**src/rtl/fp_wrapper_pkg.sv**
```systemverilog
// fp_wrapper_pkg: shared controller state encoding and default timeout.
package fp_wrapper_pkg;
  typedef enum logic [2:0] {IDLE, GET_B, START, WAIT, DRIVE} ctrl_state_t;
  localparam int TIMEOUT_DEFAULT = 64;
endpackage

```
**src/rtl/wait_timer.sv**
```systemverilog
// wait_timer: 8-bit up-counter bounding how long the controller waits on the FP core.
//   clk, rst (async active-low), clr (sync clear), en (count enable),
//   expired (count has reached TIMEOUT-1).
module wait_timer
  import fp_wrapper_pkg::*;
#(
  parameter int TIMEOUT = TIMEOUT_DEFAULT
) (
  input  logic clk,
  input  logic rst,
  input  logic clr,
  input  logic en,
  output logic expired
);
  logic [7:0] count;
  always_ff @(posedge clk or negedge rst)
    if (!rst) count <= '0;
    else if (clr) count <= '0;
    else if (en) count <= count + 8'd1;
  assign expired = count == 8'(TIMEOUT - 1);
endmodule

```
**src/rtl/fp_wrapper_ctrl.sv**
```systemverilog
// fp_wrapper_ctrl: sequences operand loads, FP core start, timeout-guarded wait and result handoff.
//   clk, rst (async active-low); inValid/inReady: operand handshake (leA, leB load strobes);
//   fpStart/fpDone: FP core handshake; outValid/outReady/enTri: result handoff;
//   busy: not idle; err: sticky timeout; opCount: results delivered.
module fp_wrapper_ctrl
  import fp_wrapper_pkg::*;
#(
  parameter int TIMEOUT = TIMEOUT_DEFAULT,
  parameter int CNT_W   = 16
) (
  input  logic             clk,
  input  logic             rst,
  input  logic             inValid,
  output logic             inReady,
  input  logic             fpDone,
  input  logic             outReady,
  output logic             leA,
  output logic             leB,
  output logic             fpStart,
  output logic             enTri,
  output logic             outValid,
  output logic             busy,
  output logic             err,
  output logic [CNT_W-1:0] opCount
);
  ctrl_state_t state, next;
  logic expired;
  wait_timer #(.TIMEOUT(TIMEOUT)) u_timer (
    .clk(clk),
    .rst(rst),
    .clr(state == START),
    .en(state == WAIT),
    .expired(expired)
  );
  always_ff @(posedge clk or negedge rst)
    if (!rst) begin
      state   <= IDLE;
      err     <= 1'b0;
      opCount <= '0;
    end else begin
      state <= next;
      if (state == WAIT && !fpDone && expired) err <= 1'b1;
      if (state == DRIVE && outReady) opCount <= opCount + CNT_W'(1);
    end
  // fpDone is tested before expiry so a same-cycle completion is never discarded.
  always_comb begin
    next     = state;
    inReady  = 1'b0;
    leA      = 1'b0;
    leB      = 1'b0;
    fpStart  = 1'b0;
    enTri    = 1'b0;
    outValid = 1'b0;
    busy     = state != IDLE;
    case (state)
      IDLE: begin
        inReady = 1'b1;
        leA     = inValid;
        next    = inValid ? GET_B : IDLE;
      end
      GET_B: begin
        inReady = 1'b1;
        leB     = inValid;
        next    = inValid ? START : GET_B;
      end
      START: begin
        fpStart = 1'b1;
        next    = WAIT;
      end
      WAIT: next = fpDone ? DRIVE : expired ? IDLE : WAIT;
      DRIVE: begin
        enTri    = 1'b1;
        outValid = 1'b1;
        next     = outReady ? IDLE : DRIVE;
      end
      default: next = IDLE;
    endcase
  end
endmodule
```
**config.mk**
```make
export PLATFORM = sky130hd
export DESIGN_NAME = fp_wrapper_ctrl
export DESIGN_NICKNAME = d
export VERILOG_FILES = /design/src/rtl/fp_wrapper_pkg.sv /design/src/rtl/wait_timer.sv /design/src/rtl/fp_wrapper_ctrl.sv
export SDC_FILE = /design/constraint.sdc
export NUM_CORES = 1
export LEC_CHECK = 0
export BUFFER_PORTS_ARGS = -buffer_cell sky130_fd_sc_hd__buf_4
export CAP_MARGIN = 20
export CORE_MARGIN = 3
export CORE_UTILIZATION = 32
export CTS_BUF_LIST = sky130_fd_sc_hd__clkbuf_8
export DETAILED_ROUTE_END_ITERATION = 8
export PLACE_DENSITY = 0.48
export SETUP_SLACK_MARGIN = 0.05
export SYNTH_ARGS = -nofsm -noshare
export SYNTH_HDL_FRONTEND = slang
export SYNTH_HIERARCHICAL = 1
export SYNTH_SLANG_ARGS = --single-unit
```
**constraint.sdc**
```tcl
create_clock -name clk -period 2 [get_ports clk]
set_clock_uncertainty 0.15 [all_clocks]
set_input_delay 0.2 -clock clk [delete_from_list [all_inputs] [get_ports clk]]
set_output_delay 0.2 -clock clk [all_outputs]
set_load 0.1 [all_outputs]
```
==> flow_summary.yaml <==
timing:
  timing.final.crit_period_ns: 1.88
  slew_worst_pin_ns: 0.509
  setup_total_negative_slack_ns: 0
  maxSlewHeadroom_pct: 65.7
  rsz_0062_raised_after_global_routing: "false"
  fin_crit_sh_pct: 94.1
  timing.final.max_slew_violations: 0
  fmax_mhz: 531
  count_of_endpoints_failing_hold_in_the_final_timing_report: 0
  timing.final.setup_violations: 0
min_path:
  hold_worst_path_end: "state[2]"
  holdCritPathClass: "in -> reg"
  hold_path_startpoint: "fpDone"
  hold-path-cell-count: 3
cells_and_area:
  post_route_cells_drive_above_1_share_pct: 39.5
  sequential_cell_area_um2: 728
  layout.nets: 165
  syn_to_layout_area_delta_pct: 36.1
  area_used_by_multi_input_combinational_logic_um2: 628
  antenna-diode-count: 0
  n_fill_cell: 381
  final_core_occ_pct: 46.9
synth:
  synth_seq_area_share_pct: 53.1
  ys_dominant_reg_cell: "sky130_fd_sc_hd__dfrtp_1"
  postSynth.asyncResetShare_pct: 100
  synth.ff_latch_count: 28
  syn_nets: 129
  yosys.cell_types.count: 29
  ys_warn_count: 6
  synth_edf_count: 0
  postSynthAreaPerCell_um2: 10.8
  netlist_instances: 122
  syn-cell-area_um2: 1320
pwr:
  static-leakage-power_nw: 0.813
  vdd_drop_max_mv: 0.697
  cell_internal_pwr_w: 0.00128
  combinational_share_of_power_pct: 49.6
  share_seq_of_total_power_pct: 31.7
  clock_network_power_share_pct: 18.7
  powerDensity_nw_per_um2: 1350
  total_switching_power_w: 0.00113
  power.switching_fraction_pct: 46.9
clocking:
  clock_root_buffer: "sky130_fd_sc_hd__clkbuf_8"
  cts_made_buffers: 3
  path_clk_slew_ns: 0.10
  cts_setup_buffers: 0
  clock_sink_count: 28
  htree_levels: 1
  clk_path_buf_depth: 2
  clock_insertion_delay_at_the_later_pin_of_the_skew_report_ns: 0.27
  cts_tree: "yes"
worst_setup_path:
  critical_path_peak_fanout: 5
  critical_path.max_stage_delay_ns: 0.43
  critPathCaptureType: "primary output"
  critical_path.cell_chain: "or3b_4 > clkinvlp_4 > buf_4"
  arrival_ns: 1.53
  setup.reg_to_reg.worst_slack_ns: 0.17
  start_kind: "flop"
  critical_path.slowest_cell: "sky130_fd_sc_hd__or3b_4"
  crit_type: "reg -> out"
  cp.required_ns: 1.65
  reg2reg_from: "state[2]"
  cpLargestDelayFamily: "simple AND/OR/NAND/NOR gates"
  crit_buf_inv: 2
  worst_r2r_end: "opCount[15]"
  path_depth: 3
  worst_r2r_path_depth: 4
detailed_routing:
  drtPass1Iterations: 4
  detail_route.wl_per_cell_um: 13.9
  via_count: 997
  remaining_drc_errors: 0
  detail_route.vias_per_cell: 4.86
  ant_nets: 0
  initialDrtViolationCount: 19
  wl_um: 2850
grt:
  global_route.usage.total_pct: 12.4
  first_global_vias: 1017
  grt.overflow.total: 0
  wire_length_of_the_first_global_routing_pass_um: 4910
  maximum_number_of_pins_on_one_net_before_global_route_repair: 29
  antenna_found_initial: 0
floorplanning:
  fp.dieW_um: 70.2
  core_area_um2: 3830
  dieArea_um2: 4930
  die-height_um: 70.2
  num_rows: 22
  start_util_pct: 34.5
  io_pins: 29
place:
  portBuffers: 28
  detailed_placement_hpwl_um: 2090
  gp_congestion: 0.697
run:
  cap_violations: 0
outcome:
  run_status: "complete, no violations"
[state kept, by name (all words and copies together) (netlist names)]
signal and cells:
opCount 16, err 1, u_timer/count 8, state 3
[cell type report]
class | count | share of cell area (%)
Clock buffer | 3 | 2.30
Clock inverter | 1 | 1.67
Inverter | 3 | 0.837
Multi-Input combinational cell | 87 | 35.0
Sequential cell | 28 | 40.6
Tap cell | 48 | 3.35
Timing Repair Buffer | 35 | 16.2
[timing repair]
| action | CTS | global route |
|---|---|---|
| gates resized for setup | 5 | 2 |
| endpoints found under the setup margin | 3 | 1 |
| hold endpoints to repair | 29 | 0 |
| hold buffers | 2 | 0 |
[worst min-delay path, stage by stage]
cell	delay [ns]
sky130_fd_sc_hd__buf_4	0.09
sky130_fd_sc_hd__nand2_1	0.05
sky130_fd_sc_hd__o21ai_0	0.06
[cells by family (layout without fill, tap and decap cells)]
group           after synthesis  after routing  share of synthesized area, %
compound gates               11             11                          5.60
mux                           2              2                          1.61
fa+ha+maj                     2              2                          1.90
simple gates                 52             52                          21.9
buf+inv                       7             42                          2.56
xor+xnor                     20             20                          13.3
flops                        28             28                          53.1
[cells in the mapped netlist, types with 2 or more instances]
cell | number | area [µm²]
sky130_fd_sc_hd__nand3_1 | 9 | 45.0
sky130_fd_sc_hd__nor3_1 | 3 | 15.0
sky130_fd_sc_hd__nor2_1 | 11 | 41.3
sky130_fd_sc_hd__o21ai_0 | 4 | 20.0
sky130_fd_sc_hd__a21oi_1 | 4 | 20.0
sky130_fd_sc_hd__dfrtp_1 | 28 | 701
sky130_fd_sc_hd__or3_1 | 3 | 18.8
sky130_fd_sc_hd__xor2_1 | 8 | 70.1
sky130_fd_sc_hd__and3_1 | 2 | 12.5
sky130_fd_sc_hd__xnor2_1 | 12 | 105
sky130_fd_sc_hd__nand4_1 | 5 | 31.3
sky130_fd_sc_hd__ha_1 | 2 | 25.0
sky130_fd_sc_hd__inv_1 | 3 | 11.3
sky130_fd_sc_hd__buf_2 | 3 | 15.0
sky130_fd_sc_hd__nand2_1 | 11 | 41.3
[power groups by stage]
stage	sequential, W	clock (W)	combinational (W)
6_report	0.000767	0.000453	0.00120
5_1_grt	0.000786	0.000494	0.00126
4_1_cts	0.000766	0.000467	0.00119
3_5_place_dp	0.000777	0	0.00115
3_3_place_gp	0.000770	0	0.00114
2_1_floorplan	0.000950	0	0.000752
[per-layer routing]
layer / vias to the layer above / GRT usage (%) / routed length (µm)
met2: 18 / 20.8 / 1410
met1: 486 / 15.7 / 1300
met3: 4 / 2.30 / 96
li1: 489 / - / -
met5: - / 0 / 0
met4: 0 / 5.11 / 42
[per-stage QoR]
step	instance area, µm²	cells	power [W]	hold slack [ns]	worst slack (ns)
detailed placement	1680	199	0.00193	-0.00301	0.178
global route	1790	205	0.00254	0.0304	0.0509
finish	1790	205	0.00242	0.0148	0.117
CTS	1790	205	0.00242	0.00556	0.0598
floorplan	1410	122	0.00170	-0.246	-0.401
global placement	1680	199	0.00191	-0.00873	0.218
[how the worst max path moves through the flow]
stage	startpoint	to	slack (ns)
CTS	state[2]	fpStart	0.06
floorplan	state[0]	u_timer/count[5]	-0.40
finish	state[2]	enTri	0.12
global route	state[1]	opCount[15]	0.05
detailed placement	state[1]	opCount[15]	0.18
global placement	state[2]	opCount[15]	0.22
[cell usage in the layout, fill, tap and decap left out, types with 2 or more instances in the layout]
master | Yosys | routed
sky130_fd_sc_hd__nor3_1 | 3 | 3
sky130_fd_sc_hd__nand3_1 | 9 | 9
sky130_fd_sc_hd__a21oi_1 | 4 | 4
sky130_fd_sc_hd__ha_1 | 2 | 2
sky130_fd_sc_hd__or3_1 | 3 | 3
sky130_fd_sc_hd__nor2_1 | 11 | 9
sky130_fd_sc_hd__dlygate4sd3_1 | 0 | 2
sky130_fd_sc_hd__nand4_1 | 5 | 5
sky130_fd_sc_hd__xor2_1 | 8 | 8
sky130_fd_sc_hd__dfrtp_4 | 0 | 5
sky130_fd_sc_hd__buf_4 | 1 | 30
sky130_fd_sc_hd__dfrtp_1 | 28 | 16
sky130_fd_sc_hd__nand2_1 | 11 | 10
sky130_fd_sc_hd__dfrtp_2 | 0 | 7
sky130_fd_sc_hd__o21ai_0 | 4 | 4
sky130_fd_sc_hd__xnor2_1 | 12 | 12
sky130_fd_sc_hd__clkbuf_8 | 0 | 3
sky130_fd_sc_hd__inv_1 | 3 | 2
Power figures use the tool's default switching activity.
